===== src/rtl/memory_bus_responder_pkg.sv =====
// Shared types and constants for the memory bus responder: FSM states,
// decoded regions, the I/O page bounds and the wait-counter width.
package memory_bus_responder_pkg;

  localparam int WAIT_W = 3;

  localparam logic [15:0] IO_PAGE_LO = 16'h7F00;
  localparam logic [15:0] IO_PAGE_HI = 16'h7FFF;

  typedef enum logic [2:0] {IDLE, SETUP, WAIT, DONE, RELEASE} state_t;

  typedef enum logic [1:0] {ROM, RAM, IO} region_t;

endpackage


===== src/rtl/memory_bus_responder_if.sv =====
// Request side and external-memory side of the responder as one bundle.
// The io_cs_n chip select exists only when MEMORY_BUS_RESPONDER_IO_EN is defined.
interface memory_bus_responder_if;

  logic [15:0] addr;
  logic [7:0]  wdata;
  logic        rd_n;
  logic        wr_n;
  logic [7:0]  rdata;
  logic        rdata_oe_n;
  logic        ready;
  logic [15:0] mem_addr;
  logic [7:0]  mem_dout;
  logic [7:0]  mem_din;
  logic        rom_cs_n;
  logic        ram_cs_n;
  logic        mem_oe_n;
  logic        mem_we_n;
`ifdef MEMORY_BUS_RESPONDER_IO_EN
  logic        io_cs_n;
`endif

  modport slave (
`ifdef MEMORY_BUS_RESPONDER_IO_EN
    output io_cs_n,
`endif
    input  addr, wdata, rd_n, wr_n, mem_din,
    output rdata, rdata_oe_n, ready, mem_addr, mem_dout,
    output rom_cs_n, ram_cs_n, mem_oe_n, mem_we_n
  );

  modport master (
`ifdef MEMORY_BUS_RESPONDER_IO_EN
    input  io_cs_n,
`endif
    output addr, wdata, rd_n, wr_n, mem_din,
    input  rdata, rdata_oe_n, ready, mem_addr, mem_dout,
    input  rom_cs_n, ram_cs_n, mem_oe_n, mem_we_n
  );

endinterface


===== src/rtl/memory_bus_responder_wait_state_counter.sv =====
// Wait-state down-counter driven by the responder FSM: load, decrement
// (saturating at zero) and a zero flag.
module wait_state_counter
  import memory_bus_responder_pkg::*;
(
  input  logic              clock,
  input  logic              clear,
  input  logic              load,
  input  logic              dec,
  input  logic [WAIT_W-1:0] load_val,
  output logic [WAIT_W-1:0] count,
  output logic              zero
);

  always_ff @(posedge clock) begin
    if (clear)
      count <= '0;
    else if (load)
      count <= load_val;
    else if (dec && count != '0)
      count <= count - 1'b1;
  end

  assign zero = (count == '0);

endmodule


===== src/rtl/memory_bus_responder.sv =====
// Memory bus responder: decodes a captured request into ROM/RAM(/I/O),
// sequences chip select, OE and WE with per-region wait states and returns read
// data. Optional I/O page enabled by MEMORY_BUS_RESPONDER_IO_EN.
module memory_bus_responder
  import memory_bus_responder_pkg::*;
#(
  parameter logic [15:0] RAM_BASE = 16'h8000,
  parameter int          ROM_WAIT = 2,
  parameter int          RAM_WAIT = 1
)(
  input  logic                   clock,
  input  logic                   clear,
  memory_bus_responder_if.slave  bus
);

  localparam logic [WAIT_W-1:0] ROM_W = WAIT_W'(ROM_WAIT);
  localparam logic [WAIT_W-1:0] RAM_W = WAIT_W'(RAM_WAIT);

  state_t            state, next_state;
  region_t           region, addr_region;
  logic              is_read;
  logic              capture;
  logic [15:0]       addr_q;
  logic [7:0]        wdata_q;
  logic [7:0]        rdata_q;
  logic              load, dec, zero;
  logic [WAIT_W-1:0] count, load_val;
  logic              cs_on, oe_on, we_on, ready_on, write_ok;

  always_comb begin
    addr_region = ROM;
    if (bus.addr >= RAM_BASE)
      addr_region = RAM;
`ifdef MEMORY_BUS_RESPONDER_IO_EN
    else if (bus.addr >= IO_PAGE_LO && bus.addr <= IO_PAGE_HI)
      addr_region = IO;
`endif
  end

  assign capture  = (state == IDLE) && (!bus.rd_n || !bus.wr_n);
  assign load_val = (region == RAM) ? RAM_W : ROM_W;
  assign write_ok = !is_read && (region != ROM);

  wait_state_counter u_wait (
    .clock    (clock),
    .clear    (clear),
    .load     (load),
    .dec      (dec),
    .load_val (load_val),
    .count    (count),
    .zero     (zero)
  );

  // WE is pulsed only in the cycle that hands over to DONE.
  always_comb begin
    next_state = state;
    load       = 1'b0;
    dec        = 1'b0;
    cs_on      = 1'b0;
    oe_on      = 1'b0;
    we_on      = 1'b0;
    ready_on   = 1'b0;
    case (state)
      IDLE: begin
        if (!bus.rd_n || !bus.wr_n)
          next_state = SETUP;
      end
      SETUP: begin
        cs_on = 1'b1;
        oe_on = is_read;
        load  = 1'b1;
        if (load_val == '0) begin
          next_state = DONE;
          we_on      = write_ok;
        end else begin
          next_state = WAIT;
        end
      end
      WAIT: begin
        cs_on = 1'b1;
        oe_on = is_read;
        dec   = 1'b1;
        if (zero || count == WAIT_W'(1)) begin
          next_state = DONE;
          we_on      = write_ok;
        end
      end
      DONE: begin
        cs_on      = 1'b1;
        oe_on      = is_read;
        ready_on   = 1'b1;
        next_state = RELEASE;
      end
      RELEASE: begin
        if (bus.rd_n && bus.wr_n)
          next_state = IDLE;
      end
      default: next_state = IDLE;
    endcase
  end

  always_ff @(posedge clock) begin
    if (clear) begin
      state   <= IDLE;
      region  <= ROM;
      is_read <= 1'b0;
      addr_q  <= '0;
      wdata_q <= '0;
      rdata_q <= '0;
    end else begin
      state <= next_state;
      if (capture) begin
        addr_q  <= bus.addr;
        wdata_q <= bus.wdata;
        is_read <= !bus.rd_n;
        region  <= addr_region;
      end
      if (is_read && (state == SETUP || state == WAIT) && next_state == DONE)
        rdata_q <= bus.mem_din;
    end
  end

  assign bus.mem_addr   = addr_q;
  assign bus.mem_dout   = wdata_q;
  assign bus.rdata      = rdata_q;
  assign bus.ready      = ready_on;
  assign bus.mem_oe_n   = !oe_on;
  assign bus.mem_we_n   = !we_on;
  assign bus.rom_cs_n   = !(cs_on && region == ROM);
  assign bus.ram_cs_n   = !(cs_on && region == RAM);
`ifdef MEMORY_BUS_RESPONDER_IO_EN
  assign bus.io_cs_n    = !(cs_on && region == IO);
`endif
  assign bus.rdata_oe_n = !((state == DONE || state == RELEASE) && is_read && !bus.rd_n);

endmodule

===== src/flat_wrapper.sv =====
// flat-port wrapper written by rule: the top's interface ports become plain ports
module memory_bus_responder_flat import memory_bus_responder_pkg::*;
#(
  parameter logic [15:0] RAM_BASE = 16'h8000,
  parameter int          ROM_WAIT = 2,
  parameter int          RAM_WAIT = 1
)
  (clock, clear, bus_addr, bus_wdata, bus_rd_n, bus_wr_n, bus_mem_din, bus_rdata, bus_rdata_oe_n, bus_ready, bus_mem_addr, bus_mem_dout, bus_rom_cs_n, bus_ram_cs_n, bus_mem_oe_n, bus_mem_we_n);
  memory_bus_responder_if bus_i ();
  input  logic clock;
  input  logic clear;
  input wire logic [$bits(bus_i.addr)-1:0] bus_addr;
  input wire logic [$bits(bus_i.wdata)-1:0] bus_wdata;
  input wire logic [$bits(bus_i.rd_n)-1:0] bus_rd_n;
  input wire logic [$bits(bus_i.wr_n)-1:0] bus_wr_n;
  input wire logic [$bits(bus_i.mem_din)-1:0] bus_mem_din;
  output wire logic [$bits(bus_i.rdata)-1:0] bus_rdata;
  output wire logic [$bits(bus_i.rdata_oe_n)-1:0] bus_rdata_oe_n;
  output wire logic [$bits(bus_i.ready)-1:0] bus_ready;
  output wire logic [$bits(bus_i.mem_addr)-1:0] bus_mem_addr;
  output wire logic [$bits(bus_i.mem_dout)-1:0] bus_mem_dout;
  output wire logic [$bits(bus_i.rom_cs_n)-1:0] bus_rom_cs_n;
  output wire logic [$bits(bus_i.ram_cs_n)-1:0] bus_ram_cs_n;
  output wire logic [$bits(bus_i.mem_oe_n)-1:0] bus_mem_oe_n;
  output wire logic [$bits(bus_i.mem_we_n)-1:0] bus_mem_we_n;
  assign bus_i.addr = bus_addr;
  assign bus_i.wdata = bus_wdata;
  assign bus_i.rd_n = bus_rd_n;
  assign bus_i.wr_n = bus_wr_n;
  assign bus_i.mem_din = bus_mem_din;
  assign bus_rdata = bus_i.rdata;
  assign bus_rdata_oe_n = bus_i.rdata_oe_n;
  assign bus_ready = bus_i.ready;
  assign bus_mem_addr = bus_i.mem_addr;
  assign bus_mem_dout = bus_i.mem_dout;
  assign bus_rom_cs_n = bus_i.rom_cs_n;
  assign bus_ram_cs_n = bus_i.ram_cs_n;
  assign bus_mem_oe_n = bus_i.mem_oe_n;
  assign bus_mem_we_n = bus_i.mem_we_n;
  memory_bus_responder #(.RAM_BASE(RAM_BASE), .ROM_WAIT(ROM_WAIT), .RAM_WAIT(RAM_WAIT)) u_core (.clock(clock), .clear(clear), .bus(bus_i));
endmodule

===== config.mk =====
export PLATFORM = sky130hd
export DESIGN_NAME = memory_bus_responder_flat
export DESIGN_NICKNAME = d
export VERILOG_FILES = /design/src/rtl/memory_bus_responder_pkg.sv /design/src/rtl/memory_bus_responder_if.sv /design/src/rtl/memory_bus_responder_wait_state_counter.sv /design/src/rtl/memory_bus_responder.sv /design/src/flat_wrapper.sv
export SDC_FILE = /design/constraint.sdc
export NUM_CORES = 1
export LEC_CHECK = 0
export ABC_AREA = 1
export BUFFER_PORTS_ARGS = -buffer_cell sky130_fd_sc_hd__buf_2
export CAP_MARGIN = 5
export CORE_ASPECT_RATIO = 1.5
export CORE_MARGIN = 2
export CORE_UTILIZATION = 45
export DETAILED_ROUTE_END_ITERATION = 7
export PLACE_DENSITY_LB_ADDON = 0.15
export SETUP_SLACK_MARGIN = 0.5
export SLEW_MARGIN = 20
export SYNTH_ARGS = -nofsm -noshare
export SYNTH_HDL_FRONTEND = slang
export SYNTH_SLANG_ARGS = --single-unit

===== constraint.sdc =====
create_clock -name clock -period 1.5 [get_ports clock]
set_input_delay 0.15 -clock clock [delete_from_list [all_inputs] [get_ports clock]]
set_output_delay 0.15 -clock clock [all_outputs]
set_load 0.005 [all_outputs]

-- Yosys cells after proc, flatten, opt, wreduce, memory -nomap -nowiden
Index checks and enable logic that the tools add are counted.
W data, S select, Z words.
- bits in registers: 41
- bits in latches: 0
- memory bits (writable): 0
- ROM bits: 0
- output and inout bits: 38
- word-level logic and storage cells: 63
- memories: 0
- add/sub/neg operators: 1
- multipliers: 0
- div/mod/pow operators: 0
- magnitude comparators: 1
- equal/unequal tests: 7
- shift operators: 0
- multiplexer cells: 17
- bitwise operators: 0
- reduce and logical (&&, ||, !) cells: 30
- operators with widths (operator ; number):
    $ge A16 B16 Y1 const B ; 1
    $mux W3 ; 5
    $pmux W3 S5 ; 1
    $logic_and A1 B1 Y1 ; 10
    $eq A3 B2 Y1 const B ; 3
    $logic_not A3 Y1 ; 3
    $mux W1 ; 9
    $logic_not A1 Y1 ; 8
    $eq A3 B1 Y1 const B ; 2
    $logic_or A1 B1 Y1 ; 4
    $reduce_bool A2 Y1 ; 2
    $eq A3 B3 Y1 const B ; 1
    $reduce_bool A3 Y1 ; 1
    $reduce_or A3 Y1 ; 1
    $sub A3 B1 Y3 const B ; 1
    $eq A2 B1 Y1 const B ; 1
    $logic_not A2 Y1 ; 1
    $mux W2 ; 1
    $pmux W1 S2 ; 1

-- Depth between registers and ports, before layout
- word-level depth: 7
- gate-level depth with buffers: 7

-- By module
From an unflattened synthesis, not the netlist that was laid out.
- cell total of the unflattened synthesis: 236
- area total of the unflattened synthesis: 1704.1 um2
- modules (own cells, without submodules) (module ; instances ; cells an instance ; area an instance (um2)):
    memory_bus_responder ; 1 ; 202 ; 1502.7
    wait_state_counter ; 1 ; 34 ; 201.4

-- Least setup slack after synthesis
Ideal clock, no wire load.
- path kind: register -> register
- from: reg u_core.u_wait.count[1]
- to: reg u_core.u_wait.count[1]
- arrival: 1.066 ns
- data required time: 1.382 ns
- setup slack: 0.316 ns
- stages on the path, launching flop included: 8
- path buffers: 0
- period minus slack after synthesis: 1.184 ns
- cells stage by stage: dfxtp_1 inv_1 ha_1 ha_1 nor2_2 nand3_1 nand2_1 nor2_1
- longest elaborated chain between the ends: 3
- ends and longest elaborated chain (item ; line ; text):
    start, declared ; memory_bus_responder_wait_state_counter.sv:11 ; output logic [WAIT_W-1:0] count,
    start signal, assigned ; memory_bus_responder_wait_state_counter.sv:19 ; count <= load_val;
    start signal, assigned ; memory_bus_responder_wait_state_counter.sv:21 ; count <= count - 1'b1;
    $sub A3 B1 Y3 or $reduce_bool A3 Y1 (tied branches) ; memory_bus_responder_wait_state_counter.sv:21, memory_bus_responder_wait_state_counter.sv:20 ;
    $mux W3 or $logic_and A1 B1 Y1 (tied branches) ; memory_bus_responder_wait_state_counter.sv:20 ; else if (dec && count != '0)
    $mux W3 or $reduce_bool A2 Y1 (tied branches) ; n/a ;
Several ways; a longest one is shown, not always the timed one. The select of a mux whose other input is x is not followed.
A chain may end at the register's enable or synchronous reset.

-- Final worst setup path
- from: reg u_core.state[1]
- to: out bus_rdata_oe_n
- longest elaborated chain between the ends: 5
- ends and longest elaborated chain (item ; line ; text):
    start, declared ; memory_bus_responder.sv:19 ; state_t state, next_state;
    start signal, assigned ; memory_bus_responder.sv:111 ; state <= next_state;
    $eq A3 B2 Y1 or $eq A3 B3 Y1 (tied branches) ; memory_bus_responder.sv:134 ; assign bus.rdata_oe_n = !((state == DONE || state == RELEASE) && is_read && !bus.rd_n);
    $logic_or A1 B1 Y1 * ; memory_bus_responder.sv:134 ;
    $logic_and A1 B1 Y1 * (2 in a row) ; memory_bus_responder.sv:134 ;
    $logic_not A1 Y1 * ; memory_bus_responder.sv:134 ;
    end, declared ; flat_wrapper.sv:18 ; output wire logic [$bits(bus_i.rdata_oe_n)-1:0] bus_rdata_oe_n;
Mark *: on every way between the ends. The rest lies on a longest branch, timed or not.

==> flow_summary.yaml <==
critical_path:
  path_class: "register to output pin"
  cp.arrival_ps: 1230
  crit_fanout: 5
  critPathLaunchType: "register"
  worstPathRequired_ps: 1350
  end_kind: "output pin"
finish:
  fillers: 221
  final_nets: 360
  drive_gt1_frac: 0.635
  mostFrequentLayoutCells: "72 x buf_2, 35 x nand2_1, 33 x dfxtp_1, 23 x a21oi_2, 20 x nand2_4"
  layout_commonest_cell: "buf_2"
  insertedDiodeCount: 0
  layout-area-overhead-vs-synth_pct: 77.8
sta:
  post-route-min-period_ps: 1380
  worstMarginPinSlew_ps: 392
  clock.fmax_ghz: 0.723
  finalSetupViolCount: 0
  slew_headroom: 0.738
  skew_ps: 12.8
  rsz0062_at_grt: "yes"
  slew_viol_final: 0
  final_hold_viol_count: 0
  fin_setup_tns_ps: 0
  setup_slack_ps: 117
  period_share: 0.922
synth:
  synth.avg_cell_area_um2: 7.56
  synth-compound-area-share: 0.107
  synth_simple_gate_area_share: 0.307
  synth_top_area_share: 0.479
  netlist_area_um2: 1670
  synthAdderAreaFrac: 0.0150
  synth_area_leaders: "dfxtp_1 48%, nand2_1 13%, a21oi_1 9.0%, nor2_1 4.7%, inv_1 4.3%"
  syn_nets: 259
  seq_area_frac_synth: 0.479
  synth_top_family_by_area: "simple AND/OR/NAND/NOR gates"
  yosysWarnings: 0
  synthMuxAreaShare: 0
  ys_seq_elements: 40
  synth_xor_area_frac: 0
  yosysTopAreaCell: "dfxtp_1"
  syn_inst: 221
  ys_types: 21
floorplanning:
  die-width_um: 53.8
  die_area_um2: 4230
  row_count: 27
  die-height_um: 78.6
  core_area_um2: 3610
  start_util: 0.462
  ios: 74
global_route:
  grt_first_pass_wirelength_mm: 7.76
  grt_max_degree: 18
  gr-total-overflow: 0
  grt_use_total: 0.253
  antenna_found_initial: 0
  first_global_vias: 1720
power_and_ir_drop:
  p_leak_uw: 0.00143
  p_per_area_nw_per_um2: 1360
  worst_ir_drop_vdd_mv: 1.19
  internal-power_uw: 2730
  p_comb_frac: 0.365
  p_seq_frac: 0.329
  power_frac_clock: 0.306
  switchingPower_uw: 1300
  sw_frac_of_total: 0.323
clock_network:
  cts_root_buf: "clkbuf_8"
  cts_tree: "done"
  clk_pin_slew_worst_paths_ps: 80
  cts_hold_buf: 0
  clkLatencyLatePin_ps: 300
  htree_levels: 2
  cts_num_sinks: 40
  cts_buffer_depth: 2
  cts_made_buffers: 5
routing:
  wl_mm: 5.55
  dr.pass1.iters: 4
  num_vias: 1873
  viasPerCell: 5.12
  first_iter_violations: 30
  ant_nets: 0
  drc_errors: 0
  wl_per_cell_um: 15.2
run:
  cap_violations: 0
place:
  dpl.hpwl_mm: 2.72
  place_congestion: 0.794
  io_buffers: 73
  dpl_worst_slack_ps: 208
min_path:
  hold_path_class: "input pin to register"
run_status:
  status: "complete, no violations"
timing repair:
| item | 4_1_cts | 5_1_grt |
|---|---|---|
| setup endpoints to repair | 43 | 48 |
| gates cloned | 5 | 1 |
| buffers inserted | 14 | 6 |
| pin swaps | 36 | 24 |
| gates resized for setup | 74 | 58 |
metrics by stage:
step | util | total power, µW | cells | cell area [µm²] | hold slack, ps
after floorplan | - | 1830 | 221 | 1720 | 287
after global placement | 0.578 | 2020 | 332 | 2090 | 399
after detailed placement | 0.578 | 2030 | 332 | 2090 | 406
after CTS | 0.746 | 3770 | 359 | 2700 | 88.1
after global routing | 0.822 | 4200 | 366 | 2970 | 85.3
final | 0.822 | 4030 | 366 | 2970 | 89.9
final timing paths:
check,end,cells after the start,from,slack (ps)
max,bus_rdata_oe_n,6,u_core.state[1],120
min,u_core.bus.mem_addr[2],3,bus_addr[2],90
max reg2reg,u_core.bus.rdata[0],8,u_core.state[1],180
min reg2reg,u_core.bus.mem_addr[2],2,u_core.bus.mem_addr[2],460
power groups by stage:
stage	combinational (µW)	sequential, µW	clock, µW
floorplan	540	1290	0
global placement	730	1290	0
detailed placement	739	1290	0
CTS	1240	1300	1240
global route	1570	1340	1290
finish	1470	1330	1230
critical path: stages (launching register included):
cell and delay [ps]:
dfxtp_4 410, nand2_4 80, nor2_4 90, inv_2 50
o21ai_1 70, nand3_1 90, buf_2 140
cells by family (layout without fill, tap and decap cells):
family | count (synthesis) | in the layout
DFF | 40 | 40
adders and majority gates | 2 | 2
buffers and inverters | 31 | 133
AOI/OAI and AO/OA | 35 | 35
and+or+nand+nor | 113 | 113
area by class of cell:
class | instances | area, µm² | share of cell area
repair buffers | 99 | 693 | 0.233
repair inverters | 3 | 43.8 | 0.0147
inverters | 23 | 106 | 0.0358
clock buffers | 5 | 68.8 | 0.0232
clock inverters | 3 | 90.1 | 0.0303
flip-flops and latches | 40 | 820 | 0.276
well taps | 43 | 53.8 | 0.0181
multi-input cells | 150 | 1100 | 0.369
routing by layer:
metal  global-route usage  wire length (µm)
met3               0.0608               325
met1                0.261              1970
met4                0.121               195
met2                0.451              3060
met5                    0                 0
synth_stat cells:
library cell / count
a21oi_1: 30
a21oi_2: 1
buf_1: 1
buf_6: 5
clkbuf_1: 2
clkinv_1: 1
dfxtp_1: 40
ha_1: 2
inv_1: 19
inv_2: 3
nand2_1: 60
nand2_2: 5
nand3_1: 13
nand3_2: 4
nand3b_1: 1
nand4_1: 1
nor2_1: 21
nor2_2: 5
nor2_4: 2
nor3_1: 1
o21ai_0: 4
sequential cells by signal (all words and copies together), names as in the netlist:
name / flops
u_core.bus.mem_addr: 16
u_core.bus.mem_dout: 8
u_core.bus.rdata: 8
u_core.state: 3
u_core.u_wait.count: 3
u_core.is_read: 1
u_core.region: 1
(Power assumes the default switching activity.)
